==> src/rtl/cavlc_pkg.sv <==
// Shared types for the CAVLC residual-block controllers: FSM states, phases and per-mode coefficient limits.
package cavlc_pkg;

    typedef enum logic [2:0] {
        S_IDLE,
        S_WAIT_BS,
        S_COEFF,
        S_LEVEL,
        S_TZ,
        S_RUN,
        S_BLK_END,
        S_ERR
    } state_t;

    typedef enum logic [1:0] {
        PH_CT,
        PH_LVL,
        PH_TZ,
        PH_RB
    } phase_t;

    localparam int MAX_COEFF_LUMA      = 16;
    localparam int MAX_COEFF_AC        = 15;
    localparam int MAX_COEFF_CHROMA_DC = 4;

    function automatic logic isPhase(state_t s);
        return (s == S_COEFF) || (s == S_LEVEL) || (s == S_TZ) || (s == S_RUN);
    endfunction

    function automatic phase_t phaseOf(state_t s);
        case (s)
            S_LEVEL: return PH_LVL;
            S_TZ:    return PH_TZ;
            S_RUN:   return PH_RB;
            default: return PH_CT;
        endcase
    endfunction

endpackage

==> src/rtl/cavlc_shift_mux.sv <==
// Routes the active sub-decoder's shift request onto the single barrel-shifter port.
// Purely combinational; with no phase selected the shifter sees no request.
module cavlc_shift_mux
    import cavlc_pkg::*;
#(
    parameter int SHIFT_W = 5
) (
    input  logic               PhaseVld,
    input  phase_t             Phase,
    input  logic               CtShiftEn,
    input  logic               LvlShiftEn,
    input  logic               TzShiftEn,
    input  logic               RbShiftEn,
    input  logic [SHIFT_W-1:0] CtNumShift,
    input  logic [SHIFT_W-1:0] LvlNumShift,
    input  logic [SHIFT_W-1:0] TzNumShift,
    input  logic [SHIFT_W-1:0] RbNumShift,
    output logic               ShiftEn,
    output logic [SHIFT_W-1:0] NumShift
);

    always_comb begin
        ShiftEn  = 1'b0;
        NumShift = '0;
        if (PhaseVld) begin
            case (Phase)
                PH_CT:   begin ShiftEn = CtShiftEn;  NumShift = CtNumShift;  end
                PH_LVL:  begin ShiftEn = LvlShiftEn; NumShift = LvlNumShift; end
                PH_TZ:   begin ShiftEn = TzShiftEn;  NumShift = TzNumShift;  end
                default: begin ShiftEn = RbShiftEn;  NumShift = RbNumShift;  end
            endcase
        end
    end

endmodule

==> src/rtl/cavlc_block_ctrl.sv <==
// Sequences coeff_token/level/total_zeros/run_before for NUM_BLOCKS residual blocks per Start,
// skipping phases by TotalCoeff/TotalZeros and trapping malformed streams or stalled decoders in ERR.
module cavlc_block_ctrl
    import cavlc_pkg::*;
#(
    parameter int SHIFT_W    = 5,
    parameter int MAX_COEFF  = MAX_COEFF_LUMA,
    parameter int NUM_BLOCKS = 16,
    parameter int TIMEOUT    = 255,
    localparam int BI_W      = (NUM_BLOCKS > 1) ? $clog2(NUM_BLOCKS) : 1
) (
    input  logic               Clk,
    input  logic               nReset,
    input  logic               Start,
    input  logic               Abort,
    input  logic               BarrelShifterReady,
    input  logic               CtDone,
    input  logic               LvlDone,
    input  logic               TzDone,
    input  logic               RbDone,
    input  logic               CtShiftEn,
    input  logic               LvlShiftEn,
    input  logic               TzShiftEn,
    input  logic               RbShiftEn,
    input  logic [SHIFT_W-1:0] CtNumShift,
    input  logic [SHIFT_W-1:0] LvlNumShift,
    input  logic [SHIFT_W-1:0] TzNumShift,
    input  logic [SHIFT_W-1:0] RbNumShift,
    input  logic [4:0]         TotalCoeff,
    input  logic [4:0]         TotalZeros,
    output logic               ShiftEn,
    output logic [SHIFT_W-1:0] NumShift,
    output logic               CtEnable,
    output logic               LvlEnable,
    output logic               TzEnable,
    output logic               RbEnable,
    output logic [BI_W-1:0]    BlockIdx,
    output logic               BlockDone,
    output logic               RunDone,
    output logic               Busy,
    output logic               Error
);

    localparam int              TO_W     = (TIMEOUT > 0) ? $clog2(TIMEOUT + 1) : 1;
    localparam bit              TO_EN    = (TIMEOUT > 0);
    localparam logic [TO_W-1:0] TO_LAST  = TO_W'((TIMEOUT > 0) ? TIMEOUT - 1 : 0);
    localparam logic [5:0]      MAXC     = 6'(MAX_COEFF);
    localparam logic [BI_W-1:0] LAST_BLK = BI_W'(NUM_BLOCKS - 1);

    state_t          state, nextState;
    phase_t          phase;
    logic            inPhase, curDone, timedOut, lastBlk;
    logic [4:0]      tcReg;
    logic [5:0]      tzSum;
    logic [TO_W-1:0] toCnt;
    logic [BI_W-1:0] blockIdx;

    assign inPhase = isPhase(state);
    assign phase   = phaseOf(state);
    assign lastBlk = (blockIdx == LAST_BLK);
    assign tzSum   = {1'b0, tcReg} + {1'b0, TotalZeros};

    always_comb begin
        curDone = 1'b0;
        case (phase)
            PH_CT:   curDone = CtDone;
            PH_LVL:  curDone = LvlDone;
            PH_TZ:   curDone = TzDone;
            default: curDone = RbDone;
        endcase
    end

    // A Done in the same cycle the budget runs out still counts as on time.
    assign timedOut = TO_EN && inPhase && !curDone && (toCnt == TO_LAST);

    always_comb begin
        nextState = state;
        case (state)
            S_IDLE:    if (Start) nextState = S_WAIT_BS;
            S_WAIT_BS: if (BarrelShifterReady) nextState = S_COEFF;
            S_COEFF: if (CtDone) begin
                if ({1'b0, TotalCoeff} > MAXC)  nextState = S_ERR;
                else if (TotalCoeff == 5'd0)    nextState = S_BLK_END;
                else                            nextState = S_LEVEL;
            end
            S_LEVEL: if (LvlDone) nextState = ({1'b0, tcReg} == MAXC) ? S_BLK_END : S_TZ;
            S_TZ: if (TzDone) begin
                if (tzSum > MAXC)               nextState = S_ERR;
                else if (TotalZeros == 5'd0)    nextState = S_BLK_END;
                else                            nextState = S_RUN;
            end
            S_RUN:     if (RbDone) nextState = S_BLK_END;
            S_BLK_END: nextState = lastBlk ? S_IDLE : S_WAIT_BS;
            S_ERR:     nextState = S_ERR;
            default:   nextState = S_IDLE;
        endcase
        if (timedOut) nextState = S_ERR;
        if (Abort)    nextState = S_IDLE;
    end

    always_ff @(posedge Clk or negedge nReset) begin
        if (!nReset) begin
            state     <= S_IDLE;
            tcReg     <= '0;
            toCnt     <= '0;
            blockIdx  <= '0;
            CtEnable  <= 1'b0;
            LvlEnable <= 1'b0;
            TzEnable  <= 1'b0;
            RbEnable  <= 1'b0;
        end else begin
            state     <= nextState;
            CtEnable  <= (nextState == S_COEFF) && (state != S_COEFF);
            LvlEnable <= (nextState == S_LEVEL) && (state != S_LEVEL);
            TzEnable  <= (nextState == S_TZ)    && (state != S_TZ);
            RbEnable  <= (nextState == S_RUN)   && (state != S_RUN);
            if (state == S_COEFF && CtDone && !Abort)
                tcReg <= TotalCoeff;
            if (nextState != state)
                toCnt <= '0;
            else if (inPhase)
                toCnt <= toCnt + 1'b1;
            if (Abort || (state == S_IDLE && Start))
                blockIdx <= '0;
            else if (state == S_BLK_END)
                blockIdx <= lastBlk ? '0 : blockIdx + 1'b1;
        end
    end

    assign BlockIdx  = blockIdx;
    assign BlockDone = (state == S_BLK_END);
    assign RunDone   = (state == S_BLK_END) && lastBlk;
    assign Busy      = (state != S_IDLE) && (state != S_ERR);
    assign Error     = (state == S_ERR);

    cavlc_shift_mux #(.SHIFT_W(SHIFT_W)) uShiftMux (
        .PhaseVld    (inPhase),
        .Phase       (phase),
        .CtShiftEn   (CtShiftEn),
        .LvlShiftEn  (LvlShiftEn),
        .TzShiftEn   (TzShiftEn),
        .RbShiftEn   (RbShiftEn),
        .CtNumShift  (CtNumShift),
        .LvlNumShift (LvlNumShift),
        .TzNumShift  (TzNumShift),
        .RbNumShift  (RbNumShift),
        .ShiftEn     (ShiftEn),
        .NumShift    (NumShift)
    );

endmodule

==> config.mk <==
export PLATFORM = sky130hd
export DESIGN_NAME = cavlc_block_ctrl
export DESIGN_NICKNAME = d
export VERILOG_FILES = /design/src/rtl/cavlc_pkg.sv /design/src/rtl/cavlc_shift_mux.sv /design/src/rtl/cavlc_block_ctrl.sv
export SDC_FILE = /design/constraint.sdc
export NUM_CORES = 1
export LEC_CHECK = 0
export CAP_MARGIN = 20
export CORE_MARGIN = 2
export CORE_UTILIZATION = 49
export CTS_CLUSTER_SIZE = 28
export DETAILED_ROUTE_END_ITERATION = 8
export PLACE_DENSITY = 0.89
export SYNTH_ARGS = -nofsm -noshare
export SYNTH_HDL_FRONTEND = slang
export SYNTH_SLANG_ARGS = --single-unit
==> constraint.sdc <==
create_clock -name Clk -period 3.4 [get_ports Clk]
set_input_delay 0.51 -clock Clk [delete_from_list [all_inputs] [get_ports Clk]]
set_output_delay 0.51 -clock Clk [all_outputs]
set_load 0.02 [all_outputs]
==> qor.yml <==
status:
  status: "finished clean"
power_and_ir_drop:
  power_frac_seq_pct: 26.4
  p_sw_uw: 632.9
  vdd_drop_max_mv: 0.3228
  clockPowerShare_pct: 17.3
  powerDensity_nw_per_um2: 510.1
  intPower_uw: 871.4
  comb_power_share_pct: 56.2
  p_sw_share_pct: 42.07
  static-leakage-power_nw: 1.135
clocking:
  cts_hold_buffers: 0
  cts_tree: "done"
  clk_pin_slew_ps: 90
  clk_latency_ps: 280
  clock_path_buffers: 2
  cts_buffers: 3
  ctsResizeCount: 0
  cts_setup_buffers: 0
  root_buffer: "clkbuf_8"
  numClockSinks: 24
  h-tree-depth: 1
timing:
  finalCritPeriodShare_pct: 90.97
  worst_hold_slack_ps: 548.0
  fmax_ghz: 0.3233
  report.final.slew_viol_count: 0
  final_hold_viol_count: 0
  max_slew_margin_pct: 56.81
  tightest_slew_ps: 647.9
  tns_ps: 0
  setup_viol: 0
  min_period_ps: 3093
  rsz0062_at_grt: "no"
  skew_ps: 1.682
finish:
  area_growth_pct: 31.97
  drive_gt1_share_pct: 19.86
  fin_nets: 335
  final_cell_mix: "60 x clkdlybuf4s50_1, 24 x dfrtp_1, 15 x nand2_1"
  antenna_cells: 0
  seqCellArea_um2: 600.6
  final_common_cell: "clkdlybuf4s50_1"
  fillCellCount: 321
  multiInputGateArea_um2: 1544
yosys:
  yosysUniqueCellTypes: 62
  ys_async_sr_fraction_pct: 100.0
  yosys.area.top_type: "dfrtp_1"
  synth_edf_count: 0
  syn_inst: 216
  yosys_warnings: 0
  avgSynthCellArea_um2: 10.35
  seq_area_frac_synth_pct: 26.88
  synth_seq_cells: 24
  synth_area_leaders: "dfrtp_1 27%, ha_1 7.3%, mux4_2 6.0%"
  synth-main-ff-cell: "dfrtp_1"
  synth_top_area_share_pct: 26.88
  syn-num-nets: 273
  syn_area_um2: 2235
global_route:
  met2_usage_pct: 41.26
  grt_max_degree: 25
  grt_pass1_vias: 1954
  grt_antenna_before_repair: 0
  grt_pass1_wl_um: 9363
  use_met1_pct: 29.93
  use_met3_pct: 2.391
  globalRoute.busiestLayer: "met2"
  overflow: 0
  track_usage_pct: 23.03
detailed_routing:
  avgRoutedWirePerCell_um: 16.88
  drt-vias-per-instance: 5.869
  drt_pass1_iterations: 4
  drtIter0Drc: 85
  vias: 1931
  wl_um: 5555
  ant_nets: 0
  drc: 0
setup_path:
  cp-end-kind: "output pin"
  reg2reg_slack_ps: 490
  cp-start-kind: "register"
  cp.required_ps: 2890
  worstPathMaxFanout: 6
  r2r_start: "state[2]"
  cp.arrival_ps: 2580
  reg2reg_to: "toCnt[7]"
  criticalPathCategory: "reg -> out"
  ff2ff_path_depth: 9
placement:
  io_buffer_count: 60
  place_congestion: 0.9621
  hpwl_um: 4362
min_path:
  min_from: "tcReg[4]"
  holdCritPathClass: "reg -> reg"
  min_to: "tcReg[4]"
  hold_depth: 1
floorplanning:
  rows: 24
  design.portCount: 61
  die_x_um: 71.53
  dieArea_um2: 5117
  die_h_um: 71.53
  initial_core_util_pct: 50.97
  core-area_um2: 4384
run:
  maxCapViolCount: 0
## power groups by stage
stage	Sequential (mW)	Clock, mW	Combinational [mW]
2_1_floorplan	0.390	0	0.629
4_1_cts	0.397	0.262	0.844
3_3_place_gp	0.401	0	0.819
3_5_place_dp	0.404	0	0.838
5_1_grt	0.407	0.270	0.918
6_report	0.398	0.260	0.846
## critical path, stage by stage (launching register included)
cell	delay [ps]
dfrtp_1	390
inv_1	180
ha_1	300
buf_4	220
mux4_2	490
nor2b_1	150
clkdlybuf4s50_1	560
## metrics by stage
step	instance area [um2]	total power, mW	util (%)	std cells	setup WS, ps
finish	2949	1.504	67.27	329	306.9
global route	2949	1.595	67.27	329	206.3
global placement	2878	1.221	65.64	325	254.2
detailed placement	2878	1.241	65.64	325	183.0
floorplan	2235	1.019	-	216	793.5
CTS	2949	1.503	67.27	329	302.5
## kinds of logic after synthesis
group / after synthesis / synth area share, %
AND/OR/NAND/NOR: 82 / 22.01
AO/OA/AOI/OAI: 52 / 23.69
flip-flops: 24 / 26.88
buffers and inverters: 17 / 4.032
multiplexers: 16 / 10.92
adder cells (fa/ha/maj): 14 / 8.175
XOR/XNOR: 11 / 4.312
## layer usage
layer,share of wire (%),vias to the layer above
met4,0.90,0
li1,-,942
met1,42,948
met3,3.3,5
met2,53,36
met5,0,-
## cell usage after synthesis (4+ instances only)
| library cell | instances |
|---|---|
| dfrtp_1 | 24 |
| nand2_1 | 15 |
| nor3_1 | 14 |
| ha_1 | 13 |
| nor2_1 | 12 |
| a21oi_1 | 10 |
| xor2_1 | 9 |
| a211o_1 | 8 |
| nor2b_1 | 8 |
| inv_1 | 7 |
| mux2_2 | 7 |
| mux4_2 | 6 |
| nor4_1 | 4 |
| o21ai_0 | 4 |
## sequential cells by signal (all words and copies together), names as in the netlist
register / flops
RbEnable: 1
tcReg: 5
LvlEnable: 1
state: 3
toCnt: 8
CtEnable: 1
TzEnable: 1
BlockIdx: 4
## how the worst max path moves through the flow
stage                             start     endpoint  slack (ps)  depth (start not counted)
final                          state[1]  NumShift[1]         310                          6
after detailed placement  TotalZeros[0]     toCnt[4]         180                         10
after global routing           state[1]  NumShift[1]         210                          6
after global placement    TotalZeros[0]     CtEnable         250                         10
after floorplan           TotalZeros[0]     CtEnable         790                          9
after CTS                      state[1]  NumShift[1]         300                          6
## area by class of cell
class / count / area share (%)
Multi-Input combinational cell: 175 / 52.35
Tap cell: 52 / 2.206
Clock inverter: 1 / 1.018
Inverter: 10 / 1.273
Timing Repair Buffer: 64 / 21.38
Sequential cell: 24 / 20.36
Clock buffer: 3 / 1.400
No activity file was read; power rests on OpenSTA's default activity.
